===== config.mk =====
export PLATFORM = sky130hd
export DESIGN_NAME = cont_int_pulse_sequencer_flat
export DESIGN_NICKNAME = d
export VERILOG_FILES = /design/src/rtl/cont_int_pulse_sequencer_if.sv /design/src/rtl/cont_int_pulse_sequencer.sv /design/src/flat_wrapper.sv
export SDC_FILE = /design/constraint.sdc
export NUM_CORES = 1
export LEC_CHECK = 0
export CAP_MARGIN = 10
export CORE_UTILIZATION = 45
export DETAILED_ROUTE_END_ITERATION = 12
export HOLD_SLACK_MARGIN = 0.02
export PLACE_DENSITY_LB_ADDON = 0.15
export SYNTH_ARGS = -nofsm -noshare
export SYNTH_HDL_FRONTEND = slang
export SYNTH_SLANG_ARGS = --single-unit
export TNS_END_PERCENT = 100

===== constraint.sdc =====
create_clock -name clk -period 4.4 [get_ports clk]
set_input_delay 0.88 -clock clk [delete_from_list [all_inputs] [get_ports clk]]
set_output_delay 0.88 -clock clk [all_outputs]
set_load 0.01 [all_outputs]

===== src/rtl/cont_int_pulse_sequencer_if.sv =====
// Avalon-MM slave bus bundle for the control/interrupt pulse sequencer.
// Reads return one clock after the strobe; the slave never stalls (no waitrequest).
interface cont_int_pulse_sequencer_if;
  logic [2:0]  address;
  logic        chipselect;
  logic        write_n;
  logic        read_n;
  logic [31:0] writedata;
  logic [31:0] readdata;

  modport master (
    output address, chipselect, write_n, read_n, writedata,
    input  readdata
  );

  modport slave (
    input  address, chipselect, write_n, read_n, writedata,
    output readdata
  );
endinterface


===== src/rtl/cont_int_pulse_sequencer.sv =====
// Control-line driver: static LEVEL OR'd with hardware-timed one-shot pulses, irq on completion.
// out_port/irq/readdata are registered (1 clock); the bus never stalls, and a PULSE write while busy is dropped and flagged.
module cont_int_pulse_sequencer #(
  parameter int NUM_LINES = 6,
  parameter int CNT_W     = 16
) (
  input  logic                     clk,
  input  logic                     reset_n,
  cont_int_pulse_sequencer_if.slave bus,
  output logic [NUM_LINES-1:0]     out_port,
  output logic                     irq
);

  typedef enum logic [1:0] {IDLE, SCAN, PULSE, GAP} state_t;

  state_t               state;
  logic [NUM_LINES-1:0] level_q;
  logic [NUM_LINES-1:0] pulse_vec;
  logic [NUM_LINES-1:0] pending;
  logic [CNT_W-1:0]     width_q;
  logic [CNT_W-1:0]     gap_q;
  logic [CNT_W-1:0]     prescale_q;
  logic [CNT_W-1:0]     pre_cnt;
  logic [CNT_W-1:0]     pre_val;
  logic [CNT_W-1:0]     phase_cnt;
  logic                 done;
  logic                 overrun;
  logic                 irq_en;

  logic                 wr;
  logic                 rd;
  logic                 wr_pulse;
  logic                 wr_status;
  logic                 abort;
  logic                 tick_end;
  logic                 phase_last;
  logic                 done_set;
  logic                 done_clr;
  logic [NUM_LINES-1:0] mask;
  logic [NUM_LINES-1:0] low_oh;
  logic [NUM_LINES-1:0] pulse_nxt;
  logic [NUM_LINES-1:0] level_nxt;
  logic [31:0]          rd_mux;
  logic                 unused_wd;

  assign wr         = bus.chipselect & ~bus.write_n;
  assign rd         = bus.chipselect & ~bus.read_n;
  assign mask       = bus.writedata[NUM_LINES-1:0];
  assign wr_pulse   = wr && (bus.address == 3'd1);
  assign wr_status  = wr && (bus.address == 3'd5);
  assign abort      = wr_status && bus.writedata[3] && (state != IDLE);
  assign low_oh     = pending & (~pending + NUM_LINES'(1));
  assign tick_end   = (pre_cnt == '0);
  assign phase_last = tick_end && (phase_cnt == CNT_W'(1));
  assign done_clr   = wr_status && bus.writedata[1];
  assign level_nxt  = (wr && bus.address == 3'd0) ? mask : level_q;
  assign unused_wd  = ^bus.writedata[31:CNT_W];

  // An abort landing on the last pulse clock suppresses DONE.
  assign done_set = !abort &&
                    ((state == IDLE && wr_pulse && mask == '0) ||
                     (state == PULSE && phase_last && pending == '0));

  // Next pulse vector feeds out_port directly so a line rises on the SCAN edge.
  always_comb begin
    pulse_nxt = pulse_vec;
    if (abort)
      pulse_nxt = '0;
    else if (state == SCAN)
      pulse_nxt = low_oh;
    else if (state == PULSE && phase_last)
      pulse_nxt = '0;
  end

  always_comb begin
    rd_mux = '0;
    case (bus.address)
      3'd0: rd_mux[NUM_LINES-1:0] = level_q;
      3'd2: rd_mux[CNT_W-1:0]     = width_q;
      3'd3: rd_mux[CNT_W-1:0]     = gap_q;
      3'd4: rd_mux[CNT_W-1:0]     = prescale_q;
      3'd5: begin
        rd_mux[0]             = (state != IDLE);
        rd_mux[1]             = done;
        rd_mux[2]             = overrun;
        rd_mux[8 +: NUM_LINES] = pending;
      end
      3'd6: rd_mux[0] = irq_en;
      default: ;
    endcase
  end

  always_ff @(posedge clk or negedge reset_n) begin
    if (!reset_n) begin
      state        <= IDLE;
      level_q      <= '0;
      pulse_vec    <= '0;
      pending      <= '0;
      width_q      <= '0;
      gap_q        <= '0;
      prescale_q   <= '0;
      pre_cnt      <= '0;
      pre_val      <= '0;
      phase_cnt    <= '0;
      done         <= 1'b0;
      overrun      <= 1'b0;
      irq_en       <= 1'b0;
      out_port     <= '0;
      irq          <= 1'b0;
      bus.readdata <= '0;
    end else begin
      level_q   <= level_nxt;
      pulse_vec <= pulse_nxt;
      out_port  <= level_nxt | pulse_nxt;
      irq       <= done & irq_en;

      if (wr) begin
        case (bus.address)
          3'd2: width_q    <= bus.writedata[CNT_W-1:0];
          3'd3: gap_q      <= bus.writedata[CNT_W-1:0];
          3'd4: prescale_q <= bus.writedata[CNT_W-1:0];
          3'd6: irq_en     <= bus.writedata[0];
          default: ;
        endcase
      end

      if (done_set)
        done <= 1'b1;
      else if (done_clr)
        done <= 1'b0;

      if (wr_pulse && state != IDLE)
        overrun <= 1'b1;
      else if (wr_status && bus.writedata[2])
        overrun <= 1'b0;

      if (rd)
        bus.readdata <= rd_mux;

      // pre_val holds the prescale captured at phase entry so mid-phase writes wait for the next phase.
      if (abort) begin
        state   <= IDLE;
        pending <= '0;
      end else begin
        case (state)
          IDLE: begin
            if (wr_pulse && mask != '0) begin
              pending <= mask;
              state   <= SCAN;
            end
          end
          SCAN: begin
            pending   <= pending & ~low_oh;
            pre_cnt   <= prescale_q;
            pre_val   <= prescale_q;
            phase_cnt <= (width_q == '0) ? CNT_W'(1) : width_q;
            state     <= PULSE;
          end
          PULSE: begin
            if (!tick_end) begin
              pre_cnt <= pre_cnt - CNT_W'(1);
            end else if (phase_cnt != CNT_W'(1)) begin
              phase_cnt <= phase_cnt - CNT_W'(1);
              pre_cnt   <= pre_val;
            end else if (pending == '0) begin
              state <= IDLE;
            end else if (gap_q != '0) begin
              pre_cnt   <= prescale_q;
              pre_val   <= prescale_q;
              phase_cnt <= gap_q;
              state     <= GAP;
            end else begin
              state <= SCAN;
            end
          end
          GAP: begin
            if (!tick_end) begin
              pre_cnt <= pre_cnt - CNT_W'(1);
            end else if (phase_cnt != CNT_W'(1)) begin
              phase_cnt <= phase_cnt - CNT_W'(1);
              pre_cnt   <= pre_val;
            end else begin
              state <= SCAN;
            end
          end
          default: state <= IDLE;
        endcase
      end
    end
  end

endmodule


===== src/flat_wrapper.sv =====
// flat-port wrapper written by rule: the top's interface ports become plain ports
module cont_int_pulse_sequencer_flat 
#(
  parameter int NUM_LINES = 6,
  parameter int CNT_W     = 16
)
  (clk, reset_n, out_port, irq, bus_address, bus_chipselect, bus_write_n, bus_read_n, bus_writedata, bus_readdata);
  cont_int_pulse_sequencer_if bus_i ();
  input  logic clk;
  input  logic reset_n;
  output logic [NUM_LINES-1:0] out_port;
  output logic irq;
  input wire logic [$bits(bus_i.address)-1:0] bus_address;
  input wire logic [$bits(bus_i.chipselect)-1:0] bus_chipselect;
  input wire logic [$bits(bus_i.write_n)-1:0] bus_write_n;
  input wire logic [$bits(bus_i.read_n)-1:0] bus_read_n;
  input wire logic [$bits(bus_i.writedata)-1:0] bus_writedata;
  output wire logic [$bits(bus_i.readdata)-1:0] bus_readdata;
  assign bus_i.address = bus_address;
  assign bus_i.chipselect = bus_chipselect;
  assign bus_i.write_n = bus_write_n;
  assign bus_i.read_n = bus_read_n;
  assign bus_i.writedata = bus_writedata;
  assign bus_readdata = bus_i.readdata;
  cont_int_pulse_sequencer #(.NUM_LINES(NUM_LINES), .CNT_W(CNT_W)) u_core (.clk(clk), .reset_n(reset_n), .bus(bus_i), .out_port(out_port), .irq(irq));
endmodule

==> impl_metrics.json, run 1 <==
{
  "clock_sink_count": 142,
  "fin_tns_setup_ns": 0,
  "worstSetupStartpointType": "input pin",
  "via_count_of_the_first_global_routing_pass": 6583,
  "final_antenna_net_count": 0,
  "placedCellCount": 1027,
  "worst_max_slew_margin_expressed_relative_to_the_limit_pct": 36.7,
  "synth_top_family_by_area": "compound AO/OA/AOI/OAI gates",
  "p_leak_nw": 3.84,
  "timing.final.hold_violations": 0,
  "adder_cell_share_of_the_synthesized_area_pct": 1.26,
  "final_max_slew_viol_count": 0,
  "rsz0062_at_grt": "no",
  "skew_ns": 0.0102,
  "route.detailed.wl_per_inst_um": 22.4,
  "post_route_cells_drive_above_1_share_pct": 19.1,
  "synthXorXnorAreaFrac_pct": 0.995,
  "grt_start_max_net_pins": 84,
  "chipWidth_um": 135,
  "hold_buffers": 0,
  "placement.io_buffers": 46,
  "final_cells": 1059,
  "utilization_pct": 52.9,
  "status": "finished, final reports clean",
  "drc_errors": 0,
  "max_freq_mhz": 314,
  "clock_tree.buffer_depth": 2,
  "cts_tree": "done",
  "synth-simple-area-share_pct": 16.9,
  "drtIter0Drc": 636,
  "worst_pin_slew_ns": 0.946,
  "routed-via-count": 6684,
  "row_count": 48,
  "fin_crit_sh_pct": 72.3,
  "final.min_clock_period_ns": 3.18,
  "synthesis.yosys.warnings": 0,
  "antenna_found_initial": 0,
  "synthCells": 785,
  "critical_path.endpoint_type": "flop",
  "synth.yosys.seq_area_share_pct": 44.9,
  "drv_cap": 0,
  "syn_area_mm2": 0.00792,
  "crit_required_ns": 4.72,
  "diodes": 0,
  "mostFrequentLayoutCells": "sky130_fd_sc_hd__dfrtp_1 (142), sky130_fd_sc_hd__nand2_1 (88), sky130_fd_sc_hd__mux2_2 (73), sky130_fd_sc_hd__o21ai_0 (65), sky130_fd_sc_hd__nor2_1 (46)",
  "floorplan.die.height_um": 135,
  "layout_commonest_cell": "sky130_fd_sc_hd__dfrtp_1",
  "setup-violations-final": 0,
  "regArea_mm2": 0.00355,
  "number_of_buffers_added_by_the_clock_tree_synthesis_step": 17,
  "post_synth.cell_area_avg_um2": 10.1,
  "synth-main-ff-cell": "sky130_fd_sc_hd__dfrtp_1",
  "ys_seq_elements": 142,
  "cts_root_buffer": "sky130_fd_sc_hd__clkbuf_16",
  "place.gp.congestion": 0.907,
  "area_of_the_die_mm2": 0.0181,
  "drt-total-wl_mm": 23.7,
  "worst_hold_path_type": "input pin to async pin",
  "drt_first_pass_iters": 5,
  "worstPathMaxFanout": 16,
  "power.density_cell_area_mw_per_mm2": 685,
  "path_class": "input pin to flop",
  "dpl.hpwl_mm": 16.8,
  "post_drt_via_cell_ratio": 6.31,
  "starting_density_of_the_core_pct": 46.0,
  "gr-usage-all-layers_pct": 27.7,
  "htree_levels": 4,
  "multiInputGateArea_mm2": 0.00408,
  "synth_compound_gate_area_share_pct": 18.5,
  "synth-edff-count": 0,
  "cts_setup_buffers": 0,
  "fp.coreArea_mm2": 0.0172,
  "critical_path_data_arrival_time_ns": 3.50,
  "area_delta_synth_final_pct": 15.2,
  "post_cts_resized": 0,
  "synth.lib_cells_used.distinct": 76,
  "synthMuxAreaShare_pct": 13.0,
  "nNetsFinal": 869,
  "insertion_delay_ns": 0.43,
  "total_chip_power_mw": 6.25,
  "grt-ovfl-total": 0,
  "cts.clk_slew.worst_paths_ns": 0.07,
  "floorplan.io_pins": 79,
  "n_fill_cell": 1550,
  "async_reset_ff_share_pct": 100,
  "max-vdd-ir-drop_v": 0.000380,
  "grt_first_pass_wirelength_mm": 37.9
}
metrics by stage:
step / setup slack, ns / hold WS (ns) / instance area [um^2]
3_5_place_dp: 0.791 / 0.473 / 8530
5_1_grt: 1.09 / 0.500 / 9130
6_report: 1.22 / 0.481 / 9130
2_1_floorplan: 1.77 / 0.448 / 7980
3_3_place_gp: 0.851 / 0.464 / 8530
4_1_cts: 1.25 / 0.489 / 9130
metal layers:
| layer | global-route usage (%) | up-vias | part of all wire [%] |
|---|---|---|---|
| li1 | - | 2978 | - |
| met1 | 39.0 | 3380 | 45 |
| met2 | 41.8 | 285 | 46 |
| met3 | 5.59 | 41 | 6.9 |
| met4 | 11.0 | 0 | 2.7 |
| met5 | 0 | - | 0 |
layout make-up:
type                       count  area share (%)
inverter                      11           0.452
sequential                   142            38.9
timing repair buffer          62            6.38
clock inverter                12            1.37
clock buffer                  20            5.11
multi-input combinational    587            44.7
tap                          225            3.08
kinds of logic after synthesis:
group	Yosys count
mux	89
fa+ha+maj	8
flops	142
other cells	1
xor+xnor	9
buf+inv	71
simple gates	250
compound gates	215
path summary, 6_finish.rpt:
path                       depth (start not counted)                endpoint  slack (ns)                    from
min                                                1       u_core.pre_cnt[6]        0.48                 reset_n
min in group clk                                   1  u_core.bus.readdata[8]        0.49  u_core.bus.readdata[8]
max reg2reg                                        7       u_core.pre_val[4]        1.30     u_core.phase_cnt[2]
min reg2reg                                        1  u_core.bus.readdata[8]        0.49  u_core.bus.readdata[8]
max in group asynchronous                          2       u_core.level_q[1]        2.95                 reset_n
max                                                7       u_core.pre_val[4]        1.22          bus_address[1]
worst max-delay path: stages:
cell and delay, ns:
sky130_fd_sc_hd__clkdlybuf4s50_1 0.73, sky130_fd_sc_hd__and3b_1 0.29, sky130_fd_sc_hd__nand3_1 0.16, sky130_fd_sc_hd__nor2_1 0.08
sky130_fd_sc_hd__or2_2 0.35, sky130_fd_sc_hd__a21oi_4 0.59, sky130_fd_sc_hd__mux2_2 0.41
flip-flops by register name, indices dropped and copies added (netlist names), 6 cells and up:
name	cells
u_core.width_q	16
u_core.level_q	6
u_core.bus.readdata	16
u_core.pulse_vec	6
u_core.pre_val	16
u_core.prescale_q	16
u_core.pending	6
u_core.phase_cnt	16
u_core.gap_q	16
u_core.out_port	6
u_core.pre_cnt	16
report_power, final:
part	switching (mW)	total [mW]	leakage [nW]	internal, mW
Clock	0.615	1.45	0.282	0.836
Sequential	0.533	2.27	1.78	1.74
Combinational	1.41	2.53	1.78	1.12
cells in the mapped netlist (12+ instances only):
cell type,n,area share (%)
sky130_fd_sc_hd__a21oi_1,27,1.7
sky130_fd_sc_hd__o21ai_0,65,4.1
sky130_fd_sc_hd__nand3_1,22,1.4
sky130_fd_sc_hd__nand2_1,88,4.2
sky130_fd_sc_hd__nor4_1,13,1.0
sky130_fd_sc_hd__dfrtp_1,142,45
sky130_fd_sc_hd__clkbuf_1,34,1.6
sky130_fd_sc_hd__a221oi_1,15,1.7
sky130_fd_sc_hd__a22oi_1,16,1.5
sky130_fd_sc_hd__a31oi_1,15,1.2
sky130_fd_sc_hd__nor3_1,12,0.76
sky130_fd_sc_hd__nor2_1,47,2.2
sky130_fd_sc_hd__buf_4,16,1.5
sky130_fd_sc_hd__a22o_1,12,1.3
sky130_fd_sc_hd__mux2_2,73,10
No activity file was read; power rests on OpenSTA's default activity.
==> run 2, diff against run 1 <==
Clock period 4.4 ns to 3 ns, I/O delays scaled along.
==> impl_metrics.json, run 2 (synthesis results as in run 1) <==
{
  "cts.clk_slew.worst_paths_ns": 0.06,
  "max_freq_mhz": 374,
  "p_leak_nw": 3.99,
  "area_delta_synth_final_pct": 18.3,
  "critPathSlowestCell": "sky130_fd_sc_hd__or4_1",
  "worst_pin_slew_ns": 0.667,
  "use_met2_pct": 44.6,
  "critical_path.endpoint_type": "flop",
  "worst_max_slew_margin_expressed_relative_to_the_limit_pct": 55.1,
  "hold_buffers": 0,
  "number_of_buffers_added_by_the_clock_tree_synthesis_step": 17,
  "post_route_cells_drive_above_1_share_pct": 21.9,
  "floorplan.io_pins": 79,
  "critical-path-top-cell-by-count": "sky130_fd_sc_hd__a31oi_1",
  "via_count_of_the_first_global_routing_pass": 6706,
  "n_fill_cell": 1542,
  "row_count": 48,
  "worstSetupStartpointType": "flop",
  "grt-ovfl-total": 0,
  "holdWs_ns": 0.151,
  "multiInputGateArea_mm2": 0.00408,
  "critical_path_data_arrival_time_ns": 3.02,
  "clock_tree.buffer_depth": 2,
  "mostFrequentLayoutCells": "sky130_fd_sc_hd__dfrtp_1 (142), sky130_fd_sc_hd__nand2_1 (88), sky130_fd_sc_hd__mux2_2 (73), sky130_fd_sc_hd__o21ai_0 (65)",
  "post_cts_resized": 0,
  "nNetsFinal": 901,
  "cts_root_buffer": "sky130_fd_sc_hd__clkbuf_16",
  "insertion_delay_ns": 0.43,
  "clock_sink_count": 142,
  "post_drt_via_cell_ratio": 6.22,
  "final_antenna_net_count": 0,
  "place.gp.congestion": 0.920,
  "drc_errors": 0,
  "area_of_the_die_mm2": 0.0181,
  "cts_tree": "done",
  "setup-violations-final": 0,
  "cp_cell_instances": "or4_1, nor4_1, a211o_1, a31o_2, a31oi_1, a31oi_1",
  "dpl.hpwl_mm": 17.5,
  "drt_first_pass_iters": 5,
  "path_buf_inv": 0,
  "final.min_clock_period_ns": 2.67,
  "drv_cap": 0,
  "drt-total-wl_mm": 24.5,
  "placement.io_buffers": 46,
  "diodes": 0,
  "path_class": "flop to flop",
  "status": "finished, final reports clean",
  "grt_first_pass_wirelength_mm": 38.6,
  "timing.critical_path.slowest_cell_delay_ns": 0.59,
  "power.density_cell_area_mw_per_mm2": 997,
  "routed-via-count": 6791,
  "grt_start_max_net_pins": 63,
  "drtIter0Drc": 573,
  "fin_tns_setup_ns": 0,
  "worst_hold_path_type": "input pin to async pin",
  "floorplan.die.height_um": 135,
  "fp.coreArea_mm2": 0.0172,
  "worstPathMaxFanout": 21,
  "path_delay_family": "simple AND/OR/NAND/NOR gates",
  "regArea_mm2": 0.00355,
  "final_max_slew_viol_count": 0,
  "use_met1_pct": 38.1,
  "crit_required_ns": 3.34,
  "skew_ns": 0.00964,
  "timing.final.hold_violations": 0,
  "route.detailed.wl_per_inst_um": 22.4,
  "antenna_found_initial": 0,
  "grt_most_used_layer": "met2",
  "max-vdd-ir-drop_v": 0.000557,
  "cts_setup_buffers": 0,
  "global_routing_met3_resource_utilization_pct": 4.99,
  "fin_crit_sh_pct": 89.1,
  "layout_commonest_cell": "sky130_fd_sc_hd__dfrtp_1",
  "rsz0062_at_grt": "no",
  "htree_levels": 4,
  "utilization_pct": 54.4,
  "chipWidth_um": 135,
  "starting_density_of_the_core_pct": 46.0,
  "gr-usage-all-layers_pct": 28.2
}
==> run 2: changes by cell type in the layout (fill, tap and decap cells not counted) <==
cell	previous run	this run
sky130_fd_sc_hd__clkinv_4	3	4
sky130_fd_sc_hd__clkbuf_1	0	1
sky130_fd_sc_hd__clkbuf_8	3	1
sky130_fd_sc_hd__inv_6	4	3
sky130_fd_sc_hd__buf_4	16	46
sky130_fd_sc_hd__buf_12	0	2
sky130_fd_sc_hd__clkinv_2	0	1
==> run 2: final timing paths <==
path	startpoint	endpoint	slack (ns)	cells past startpoint
worst max-delay path	u_core.pending[2]	u_core.pre_cnt[8]	0.33	6
worst min-delay path	reset_n	u_core.pre_cnt[6]	0.15	1
worst max register to register	u_core.pending[2]	u_core.pre_cnt[8]	0.33	6
worst min register to register	u_core.bus.readdata[8]	u_core.bus.readdata[8]	0.48	1
max in group asynchronous	reset_n	u_core.gap_q[6]	2.09	2
min in group clk	u_core.bus.readdata[8]	u_core.bus.readdata[8]	0.48	1
==> run 2: layout make-up <==
type / instances / area share (%)
Clock inverter: 13 / 1.39
Inverter: 11 / 0.441
Multi-Input combinational cell: 587 / 43.5
Sequential cell: 142 / 37.9
Clock buffer: 19 / 4.73
Tap cell: 225 / 3.00
Timing Repair Buffer: 94 / 9.04
==> run 2: report_power, final <==
group / internal, mW / switching [mW] / total (mW) / leakage [nW]
registers: 2.55 / 0.779 / 3.33 / 1.78
logic: 1.79 / 2.16 / 3.95 / 1.94
clock network: 1.18 / 0.883 / 2.06 / 0.272
total: 5.52 / 3.82 / 9.34 / 3.99
==> run 2: metrics by stage <==
| stage | cells | cell area (um^2) | setup slack [ns] | total power, mW |
|---|---|---|---|---|
| 2_1_floorplan | 800 | 7980 | 0.648 | 5.84 |
| 6_report | 1091 | 9370 | 0.326 | 9.34 |
| 3_5_place_dp | 1059 | 8800 | 0.180 | 7.21 |
| 4_1_cts | 1091 | 9370 | 0.362 | 9.30 |
| 5_1_grt | 1091 | 9370 | 0.108 | 9.89 |
| 3_3_place_gp | 1059 | 8800 | 0.188 | 7.09 |
==> run 2: routing by layer <==
layer  up-vias  routed length, um
li1       3040                  -
met1      3387              10500
met2       318              11500
met3        46               1700
met4         0                789
met5         -                  0
